===== src/rtl/myo_spi_pkg.sv =====
// myo_spi_pkg
//   Shared definitions for the myocontrol SPI responder: FSM state
//   encoding, default word width, the fill word used on tx underrun and
//   a saturating 4-bit increment for the in-frame word index.
//   Related build option: MYO_SPI_SLAVE_ECHO_EN (see myo_spi_slave).
package myo_spi_pkg;

    typedef enum logic [1:0] {
        MYO_SPI_IDLE  = 2'd0,
        MYO_SPI_LOAD  = 2'd1,
        MYO_SPI_SHIFT = 2'd2
    } myo_spi_state_e;

    localparam int MYO_SPI_WIDTH_DEFAULT = 16;
    localparam int MYO_SPI_FILL_WORD     = 0;

    // Word index within a frame sticks at 15 once reached.
    function automatic logic [3:0] sat_inc4(input logic [3:0] v);
        return (v == 4'hF) ? v : v + 4'd1;
    endfunction

endpackage


===== src/rtl/myo_spi_sync.sv =====
// myo_spi_sync
//   Multi-flop synchronizer for one asynchronous SPI pin, followed by one
//   extra flop so edges can be found by comparing against the previous
//   synchronized value.
//   Ports:
//     clk, rst_n : system clock, synchronous active-low reset
//     din        : asynchronous pin
//     level      : synchronized level (SYNC_STAGES cycles behind the pin)
//     rise, fall : single-cycle pulses when level changes
//   SYNC_STAGES must be at least 2.
module myo_spi_sync #(
    parameter int SYNC_STAGES = 2
) (
    input  logic clk,
    input  logic rst_n,
    input  logic din,
    output logic level,
    output logic rise,
    output logic fall
);

    logic [SYNC_STAGES-1:0] stage_reg;
    logic                   prev_reg;

    // Everything clears to 0, including the ss_n chain. Because a fall
    // needs a previous high, a frame already running across reset (ss_n
    // held low) is never picked up; the master must release ss_n first.
    always_ff @(posedge clk) begin
        if (!rst_n) begin
            stage_reg <= '0;
            prev_reg  <= 1'b0;
        end else begin
            stage_reg <= {stage_reg[SYNC_STAGES-2:0], din};
            prev_reg  <= stage_reg[SYNC_STAGES-1];
        end
    end

    assign level = stage_reg[SYNC_STAGES-1];
    assign rise  = (level ^ prev_reg) & level;
    assign fall  = (level ^ prev_reg) & ~level;

endmodule


===== src/rtl/myo_spi_slave.sv =====
// myo_spi_slave
//   SPI mode-0 responder for the myocontrol link, oversampling sck, ss_n
//   and mosi in the clk domain. Received words come out on a one-cycle
//   rx_valid strobe; reply words are pulled from a valid/ready source.
//   Ports:
//     clk, rst_n             : system clock, synchronous active-low reset
//     sck, ss_n, mosi        : SPI pins from the master (asynchronous)
//     miso, miso_oe          : reply data and pad enable
//     rx_data/rx_valid/rx_idx: received word, strobe, index within frame
//     tx_data/tx_valid       : next reply word source
//     tx_ready               : tx_data consumed this cycle
//     tx_underrun            : fill word loaded because tx_valid was low
//     frame_done / frame_err : ss_n rose on / off a word boundary
//   Build option MYO_SPI_SLAVE_ECHO_EN: fill word is the last rx_data
//   (echo); otherwise the fill word is all zeros.
module myo_spi_slave
    import myo_spi_pkg::*;
#(
    parameter int WIDTH       = MYO_SPI_WIDTH_DEFAULT,
    parameter int SYNC_STAGES = 2
) (
    input  logic             clk,
    input  logic             rst_n,
    input  logic             sck,
    input  logic             ss_n,
    input  logic             mosi,
    output logic             miso,
    output logic             miso_oe,
    output logic [WIDTH-1:0] rx_data,
    output logic             rx_valid,
    output logic [3:0]       rx_idx,
    input  logic [WIDTH-1:0] tx_data,
    input  logic             tx_valid,
    output logic             tx_ready,
    output logic             tx_underrun,
    output logic             frame_done,
    output logic             frame_err
);

    localparam logic [1:0] IDLE  = MYO_SPI_IDLE;
    localparam logic [1:0] LOAD  = MYO_SPI_LOAD;
    localparam logic [1:0] SHIFT = MYO_SPI_SHIFT;
    localparam int         CNT_W = $clog2(WIDTH + 1);

    // Synchronized pins
    logic sck_level, sck_rise, sck_fall;
    logic ss_level, ss_rise, ss_fall;
    logic mosi_level, mosi_rise, mosi_fall;

    myo_spi_sync #(.SYNC_STAGES(SYNC_STAGES)) u_sync_sck (
        .clk(clk), .rst_n(rst_n), .din(sck),
        .level(sck_level), .rise(sck_rise), .fall(sck_fall)
    );
    myo_spi_sync #(.SYNC_STAGES(SYNC_STAGES)) u_sync_ss (
        .clk(clk), .rst_n(rst_n), .din(ss_n),
        .level(ss_level), .rise(ss_rise), .fall(ss_fall)
    );
    myo_spi_sync #(.SYNC_STAGES(SYNC_STAGES)) u_sync_mosi (
        .clk(clk), .rst_n(rst_n), .din(mosi),
        .level(mosi_level), .rise(mosi_rise), .fall(mosi_fall)
    );

    // Only edges of sck/ss_n and the level of mosi drive the datapath.
    logic unused_sync;
    assign unused_sync = &{1'b0, sck_level, mosi_rise, mosi_fall};

    logic [1:0]       state_reg;
    logic [WIDTH-1:0] tx_shift_reg;
    logic [WIDTH-1:0] rx_shift_reg;
    logic [WIDTH-1:0] rx_data_reg;
    logic [CNT_W-1:0] bit_cnt_reg;
    logic [3:0]       word_cnt_reg;
    logic [3:0]       rx_idx_reg;
    logic             reload_reg;
    logic             miso_reg;
    logic             rx_valid_reg;
    logic             frame_done_reg;
    logic             frame_err_reg;

    logic [WIDTH-1:0] fill_word;
    logic [WIDTH-1:0] load_word;
    logic [WIDTH-1:0] rx_next;
    logic             load_now;

`ifdef MYO_SPI_SLAVE_ECHO_EN
    assign fill_word = rx_data_reg;
`else
    assign fill_word = WIDTH'(MYO_SPI_FILL_WORD);
`endif

    assign load_word = tx_valid ? tx_data : fill_word;
    assign rx_next   = {rx_shift_reg[WIDTH-2:0], mosi_level};

    // A tx word is taken either in LOAD or on the first sck fall after a
    // completed word. An ss_n rise in the same cycle cancels the load.
    always_comb begin
        load_now = 1'b0;
        if (rst_n) begin
            if (state_reg == LOAD && !ss_rise) begin
                load_now = 1'b1;
            end else if (state_reg == SHIFT && !ss_rise && sck_fall && reload_reg) begin
                load_now = 1'b1;
            end
        end
    end

    assign tx_ready    = load_now & tx_valid;
    assign tx_underrun = load_now & ~tx_valid;

    always_ff @(posedge clk) begin
        if (!rst_n) begin
            state_reg      <= IDLE;
            tx_shift_reg   <= '0;
            rx_shift_reg   <= '0;
            rx_data_reg    <= '0;
            bit_cnt_reg    <= '0;
            word_cnt_reg   <= '0;
            rx_idx_reg     <= '0;
            reload_reg     <= 1'b0;
            miso_reg       <= 1'b0;
            rx_valid_reg   <= 1'b0;
            frame_done_reg <= 1'b0;
            frame_err_reg  <= 1'b0;
        end else begin
            rx_valid_reg   <= 1'b0;
            frame_done_reg <= 1'b0;
            frame_err_reg  <= 1'b0;
            case (state_reg)
                IDLE: begin
                    if (ss_fall) begin
                        state_reg <= LOAD;
                    end
                end
                LOAD: begin
                    if (ss_rise) begin
                        // Only reachable if the master violates the
                        // setup time; treat as an empty frame.
                        frame_done_reg <= 1'b1;
                        word_cnt_reg   <= '0;
                        state_reg      <= IDLE;
                    end else begin
                        tx_shift_reg <= load_word;
                        miso_reg     <= load_word[WIDTH-1];
                        bit_cnt_reg  <= '0;
                        reload_reg   <= 1'b0;
                        state_reg    <= SHIFT;
                    end
                end
                SHIFT: begin
                    if (ss_rise) begin
                        if (bit_cnt_reg == '0) begin
                            frame_done_reg <= 1'b1;
                        end else begin
                            frame_err_reg <= 1'b1;
                        end
                        word_cnt_reg <= '0;
                        bit_cnt_reg  <= '0;
                        reload_reg   <= 1'b0;
                        state_reg    <= IDLE;
                    end else if (sck_rise) begin
                        rx_shift_reg <= rx_next;
                        if (bit_cnt_reg == CNT_W'(WIDTH - 1)) begin
                            rx_data_reg  <= rx_next;
                            rx_valid_reg <= 1'b1;
                            rx_idx_reg   <= word_cnt_reg;
                            word_cnt_reg <= sat_inc4(word_cnt_reg);
                            bit_cnt_reg  <= '0;
                            reload_reg   <= 1'b1;
                        end else begin
                            bit_cnt_reg <= bit_cnt_reg + CNT_W'(1);
                        end
                    end else if (sck_fall) begin
                        if (reload_reg) begin
                            tx_shift_reg <= load_word;
                            miso_reg     <= load_word[WIDTH-1];
                            reload_reg   <= 1'b0;
                        end else begin
                            tx_shift_reg <= {tx_shift_reg[WIDTH-2:0], 1'b0};
                            miso_reg     <= tx_shift_reg[WIDTH-2];
                        end
                    end
                end
                default: begin
                    state_reg <= IDLE;
                end
            endcase
        end
    end

    // Any non-IDLE state implies the synchronized ss_n went low.
    assign miso_oe    = (state_reg != IDLE) & ~ss_level;
    assign miso       = miso_reg;
    assign rx_data    = rx_data_reg;
    assign rx_valid   = rx_valid_reg;
    assign rx_idx     = rx_idx_reg;
    assign frame_done = frame_done_reg;
    assign frame_err  = frame_err_reg;

endmodule

===== config.mk =====
export PLATFORM = sky130hd
export DESIGN_NAME = myo_spi_slave
export DESIGN_NICKNAME = d
export VERILOG_FILES = /design/src/rtl/myo_spi_pkg.sv /design/src/rtl/myo_spi_sync.sv /design/src/rtl/myo_spi_slave.sv
export SDC_FILE = /design/constraint.sdc
export NUM_CORES = 1
export LEC_CHECK = 0
export BUFFER_PORTS_ARGS = -buffer_cell sky130_fd_sc_hd__buf_2
export CELL_PAD_IN_SITES_DETAIL_PLACEMENT = 0
export CELL_PAD_IN_SITES_GLOBAL_PLACEMENT = 1
export CORE_ASPECT_RATIO = 1.25
export CORE_MARGIN = 2
export CORE_UTILIZATION = 44
export CTS_CLUSTER_SIZE = 28
export DETAILED_ROUTE_END_ITERATION = 10
export PLACE_DENSITY_LB_ADDON = 0.1
export REMOVE_ABC_BUFFERS = 1
export SLEW_MARGIN = 15
export SYNTH_ARGS = -nofsm -noshare
export SYNTH_HDL_FRONTEND = slang
export SYNTH_SLANG_ARGS = --single-unit

===== constraint.sdc =====
create_clock -name clk -period 4.1 [get_ports clk]
set_input_delay 0.41 -clock clk [delete_from_list [all_inputs] [get_ports clk]]
set_output_delay 0.41 -clock clk [all_outputs]
set_load 0.005 [all_outputs]

# Yosys cells after proc, flatten, opt, wreduce, memory -nomap -nowiden
# Cells that the tools add are included.
[totals]
register_bits = 74
inputBits = 22
out_inout_bits = 27
elab_cells = 112
[classes]
addsub = 2
eq_ne = 16
n_mux = 43
bitwise_logic = 16
n_reduce_logical = 18
[ops]
columns = ["op", "count"]
rows = [
  ["$mux 15", 5],
  ["$pmux 15 s2", 1],
  ["$mux 4", 5],
  ["$mux 5", 4],
  ["$mux 1", 18],
  ["$mux 16", 1],
  ["$ne 2x2->1 const B", 7],
  ["$pmux 5 s2", 1],
  ["$reduce_and 5->1", 2],
  ["$reduce_and 3->1", 3],
  ["$pmux 4 s2", 1],
  ["$reduce_and 4->1", 2],
  ["$and 1x1->1", 7],
  ["$not 1->1", 7],
  ["$mux 2", 3],
  ["$ne 3x3->1 const B", 2],
  ["$pmux 1 s2", 3],
  ["$pmux 2 s3", 1],
  ["$add 5x1->5 const B", 1],
  ["$eq 5x4->1 const B", 1],
  ["$logic_not 5->1", 1],
  ["$add 4x1->4 const B", 1],
  ["$eq 4x4->1 const B", 1],
  ["$logic_and 1x1->1", 4],
  ["other kinds (11)", 13],
]

# Depth between registers and ports, before layout
[logic_depth]
word_depth = 10
mapped_depth = 8
mapped_depth_nobuf = 6

# Cells and area by module
# A second synthesis with hierarchy kept.
[hier_totals]
cells_unflattened = 374
hier_area_um2 = 3256.9
[modules_own_cells]
columns = ["mod", "n_inst", "cells_per_inst", "area_per_inst_um2", "seq_area_each_um2"]
rows = [
  ["myo_spi_slave", 1, 350, 2982.9, 1321.3],
  ["myo_spi_sync", 3, 8, 91.3, 60.1],
]

# Worst setup path before layout
# OpenSTA, ideal clock, no wires.
[synth_path]
path_type = "register to register"
from = "reg state_reg[0]"
to = "reg word_cnt_reg[3]"
setup_time_ns = 0.069
t_arrival_ns = 1.751
required_ns = 4.031
slack_ns = 2.280
path_stages_with_launch = 8
path_buffers = 1
period_less_slack_ns = 1.820
cell_sequence = "dfxtp_1 inv_1 ha_1 buf_2 nor2b_1 or4_4 or4_1 o21ai_1"
[synth_between]
elab_chain_len = 3
word_cells_on_any_way = 9
classes_between = "eq/ne (6); mux (1); reduce/logical (2)"
[synth_rtl]
columns = ["element", "line", "text"]
rows = [
  ["from (decl)", "myo_spi_slave.sv:67", "logic [1:0] state_reg;"],
  ["from (signal assigned)", "myo_spi_slave.sv:112", "state_reg <= IDLE;"],
  ["from (signal assigned)", "myo_spi_slave.sv:131", "state_reg <= LOAD;"],
  ["from (signal assigned)", "myo_spi_slave.sv:140", "state_reg <= IDLE;"],
  ["$eq 2x2->1 / $eq 2x1->1 (equally long branches)", "myo_spi_slave.sv:128", "case (state_reg)"],
  ["$ne 3x3->1 (no line), or another cell as far along", "n/a", ""],
  ["$reduce_and 5->1 (no line)", "n/a", ""],
  ["to (signal assigned)", "myo_spi_slave.sv:166", "word_cnt_reg <= sat_inc4(word_cnt_reg);"],
  ["to (decl)", "myo_spi_slave.sv:72", "logic [3:0] word_cnt_reg;"],
]
# Parallel ways exist; a longest one is shown, timed or not.
# A chain may end at the register's enable or synchronous reset.

# Worst setup path after layout
[layout_path]
from = "reg state_reg[0]"
to = "out tx_ready"
[layout_between]
elab_chain_len = 8
word_cells_on_any_way = 10
classes_between = "eq/ne (2); mux (3); bitwise (1); reduce/logical (4)"
[layout_rtl]
columns = ["element", "line", "text"]
rows = [
  ["$eq 2x2->1", "myo_spi_slave.sv:101", "end else if (state_reg == SHIFT && !ss_rise && sck_fall && reload_reg) begin"],
  ["$logic_and 1x1->1 (3 in a row)", "myo_spi_slave.sv:101", ""],
  ["$mux 1", "myo_spi_slave.sv:101", ""],
  ["$mux 1 (*)", "myo_spi_slave.sv:99", "if (state_reg == LOAD && !ss_rise) begin"],
  ["$mux 1 (*)", "myo_spi_slave.sv:98", "if (rst_n) begin"],
  ["$and 1x1->1 (*)", "myo_spi_slave.sv:107", "assign tx_ready = load_now & tx_valid;"],
  ["to (decl)", "myo_spi_slave.sv:34", "output logic tx_ready,"],
]
# Mark *: on every way between the ends. The rest lies on a longest branch, timed or not.

==> results.json <==
{
  "outcome": "complete, no violations",
  "max_freq_mhz": 457,
  "ant_nets": 0,
  "path_clk_slew_ns": 0.07,
  "hold_viol_final": 0,
  "crit_family": "adder cells",
  "yosysUniqueCellTypes": 42,
  "dp_slack_ns": 1.63,
  "cts_setup_buffers": 0,
  "ir_drop_v": 0.000237,
  "cap_violations": 0,
  "cts_max_level": 3,
  "wire_per_inst_um": 12.9,
  "grtUsageTotal_pct": 18.0,
  "synthArstFlopShare_pct": 0,
  "io_pins": 49,
  "fin_crit_sh_pct": 53.4,
  "core_area_sq_um": 6930,
  "worst_pin_slew_ns": 0.966,
  "antenna_found_initial": 0,
  "dieArea_sq_um": 7800,
  "leakage_nw": 1.28,
  "multi_input_area_sq_um": 1510,
  "seq_area_sq_um": 1480,
  "die_x_um": 79.4,
  "setup_ws_ns": 1.91,
  "synth.largest_area_cell": "dfxtp_1",
  "critPathMaxStageDelay_ns": 0.45,
  "yosys_register_bits": 74,
  "diodes": 0,
  "setup_violations": 0,
  "syn-cell-area_sq_um": 3130,
  "synth_area_per_cell_sq_um": 8.04,
  "cp-end-kind": "primary output",
  "pwr-share-comb_pct": 15.1,
  "p_clk_share_pct": 33.3,
  "grt_pass1_vias": 2477,
  "wirelength_um": 6660,
  "finClkSkew_ns": 0.00591,
  "swShare_pct": 28.1,
  "synth_area_leaders": "dfxtp_1 (47%), nand2_1 (12%), a21oi_1 (6.9%)",
  "overflow": 0,
  "synth_ff_type": "dfxtp_1",
  "switchingPower_mw": 0.408,
  "drc": 0,
  "initial_utilization_pct": 45.1,
  "cp_slowest_cell": "ha_1",
  "critical_path_class": "reg -> out",
  "drv_slew": 0,
  "io_buffers": 48,
  "syn2layout_area_growth_pct": 13.6,
  "dp_hpwl_um": 4270,
  "holdBufCountCts": 0,
  "instances_no_fill": 515,
  "cts_made_buffers": 9,
  "p_seq_share_pct": 51.6,
  "dpl_cell_area_sq_um": 3380,
  "row_count": 34,
  "cts_tree": "done",
  "final_core_util_pct": 51.2,
  "drt_iter0_markers": 193,
  "fp.dieH_um": 98.3,
  "crit_arrival_ns": 1.78,
  "drive_above_1_share_pct": 16.2,
  "layout_common_cells": "nand2_1 (99), dfxtp_1 (74), buf_2 (48)",
  "fillers": 704,
  "via_per_inst": 5.20,
  "clockBufferDepth": 2,
  "min_path_type": "in -> reg",
  "finalNetCount": 453,
  "grt_max_degree": 59,
  "synth-warning-count": 0,
  "dpl.cell_count": 501,
  "rsz0062_at_grt": "false",
  "start_kind": "flop",
  "setup_tns_ns": 0,
  "crit_chain": "inv_1 -> ha_1 -> a31oi_1 -> nor3b_1 -> buf_2",
  "slew-limit-headroom_pct": 35.4,
  "crit_buf_inv": 2,
  "drtPass1Iterations": 4,
  "post_cts_resize_count": 0,
  "p_int_mw": 1.04,
  "layout_commonest_cell": "nand2_1",
  "ys_seq_area_share_pct": 47.4,
  "largest_register_ffs": 16,
  "synth_edf_count": 0,
  "synthCells": 389,
  "cp.required_ns": 3.69,
  "p_per_area_nw_per_um2": 409,
  "clock_latency_ns": 0.34,
  "synth_top_area_share_pct": 47.4,
  "period_needed_ns": 2.19,
  "clock-sinks": 74,
  "path_max_fanout": 16,
  "place.gp.congestion": 0.790,
  "fin_area_sq_um": 3550,
  "cts_root_buf": "clkbuf_8",
  "vias": 2680,
  "grt_pass1_wl_um": 11200
}
-- kinds of logic after synthesis --
family                   Yosys count  share of synthesized area, %
buffers and inverters             36                          4.80
AND/OR/NAND/NOR                  194                          28.7
multiplexers                       2                         0.640
flip-flops                        74                          47.4
AO/OA/AOI/OAI                     74                          14.9
adder cells (fa/ha/maj)            9                          3.60
-- worst paths after layout --
check             slack (ns)  cells after the start                                start                             endpoint
setup / recovery        1.91                      5            state_reg[0]$_SDFFE_PN0P_                             tx_ready
hold / removal          0.27                      2                                  sck   u_sync_sck.stage_reg[0]$_SDFF_PN0_
setup reg to reg        1.92                      6            state_reg[0]$_SDFFE_PN0P_         tx_shift_reg[6]$_SDFFE_PN0P_
hold reg to reg         0.43                      1  u_sync_mosi.stage_reg[0]$_SDFF_PN0_  u_sync_mosi.stage_reg[1]$_SDFF_PN0_
-- metrics by stage --
step                      power, mW  hold slack, ns
after floorplan               0.918           0.412
after global routing           1.53           0.267
final                          1.45           0.274
after detailed placement      0.985           0.419
after global placement        0.983           0.414
after CTS                      1.47           0.265
-- cell type report --
class	instances	area share (%)
clock buffers	12	4.09
clock inverters	2	0.423
inverters	8	0.846
multi-input cells	279	42.6
flip-flops and latches	74	41.7
well taps	90	3.17
repair buffers	50	7.19
-- Yosys cell counts (2+ instances only) --
cell type and number:
inv_1 8, and3_1 2, and2_1 9, a21oi_1 43, a31o_2 2, o21ai_0 3, buf_2 3, nor4_1 3
dfxtp_1 74, nor2b_1 2, nor3_1 5, nand3_1 25, or4_1 3, nand2_1 99, nand2b_1 7, ha_1 9
nand4_1 3, a311oi_1 16, nor2_1 25, clkbuf_1 23, nand3b_1 2, mux2i_1 2, a31oi_1 2
-- layer usage --
metal	global-route usage, %	up-vias	part of all wire, %	wire, um
li1	-	1394	-	-
met1	23.1	1237	48	3230
met2	29.3	40	47	3110
met3	2.96	9	2.9	195
met4	8.75	0	1.9	124
met5	0	-	0	0
-- power by group through the flow --
stage                     Sequential, mW  Combinational (mW)  Clock, mW
final                              0.749               0.219      0.484
after global routing               0.751               0.248      0.534
after CTS                          0.749               0.220      0.501
after detailed placement           0.766               0.219          0
after global placement             0.765               0.218          0
after floorplan                    0.763               0.155          0
Note: power is estimated with default switching activity, not from simulation.
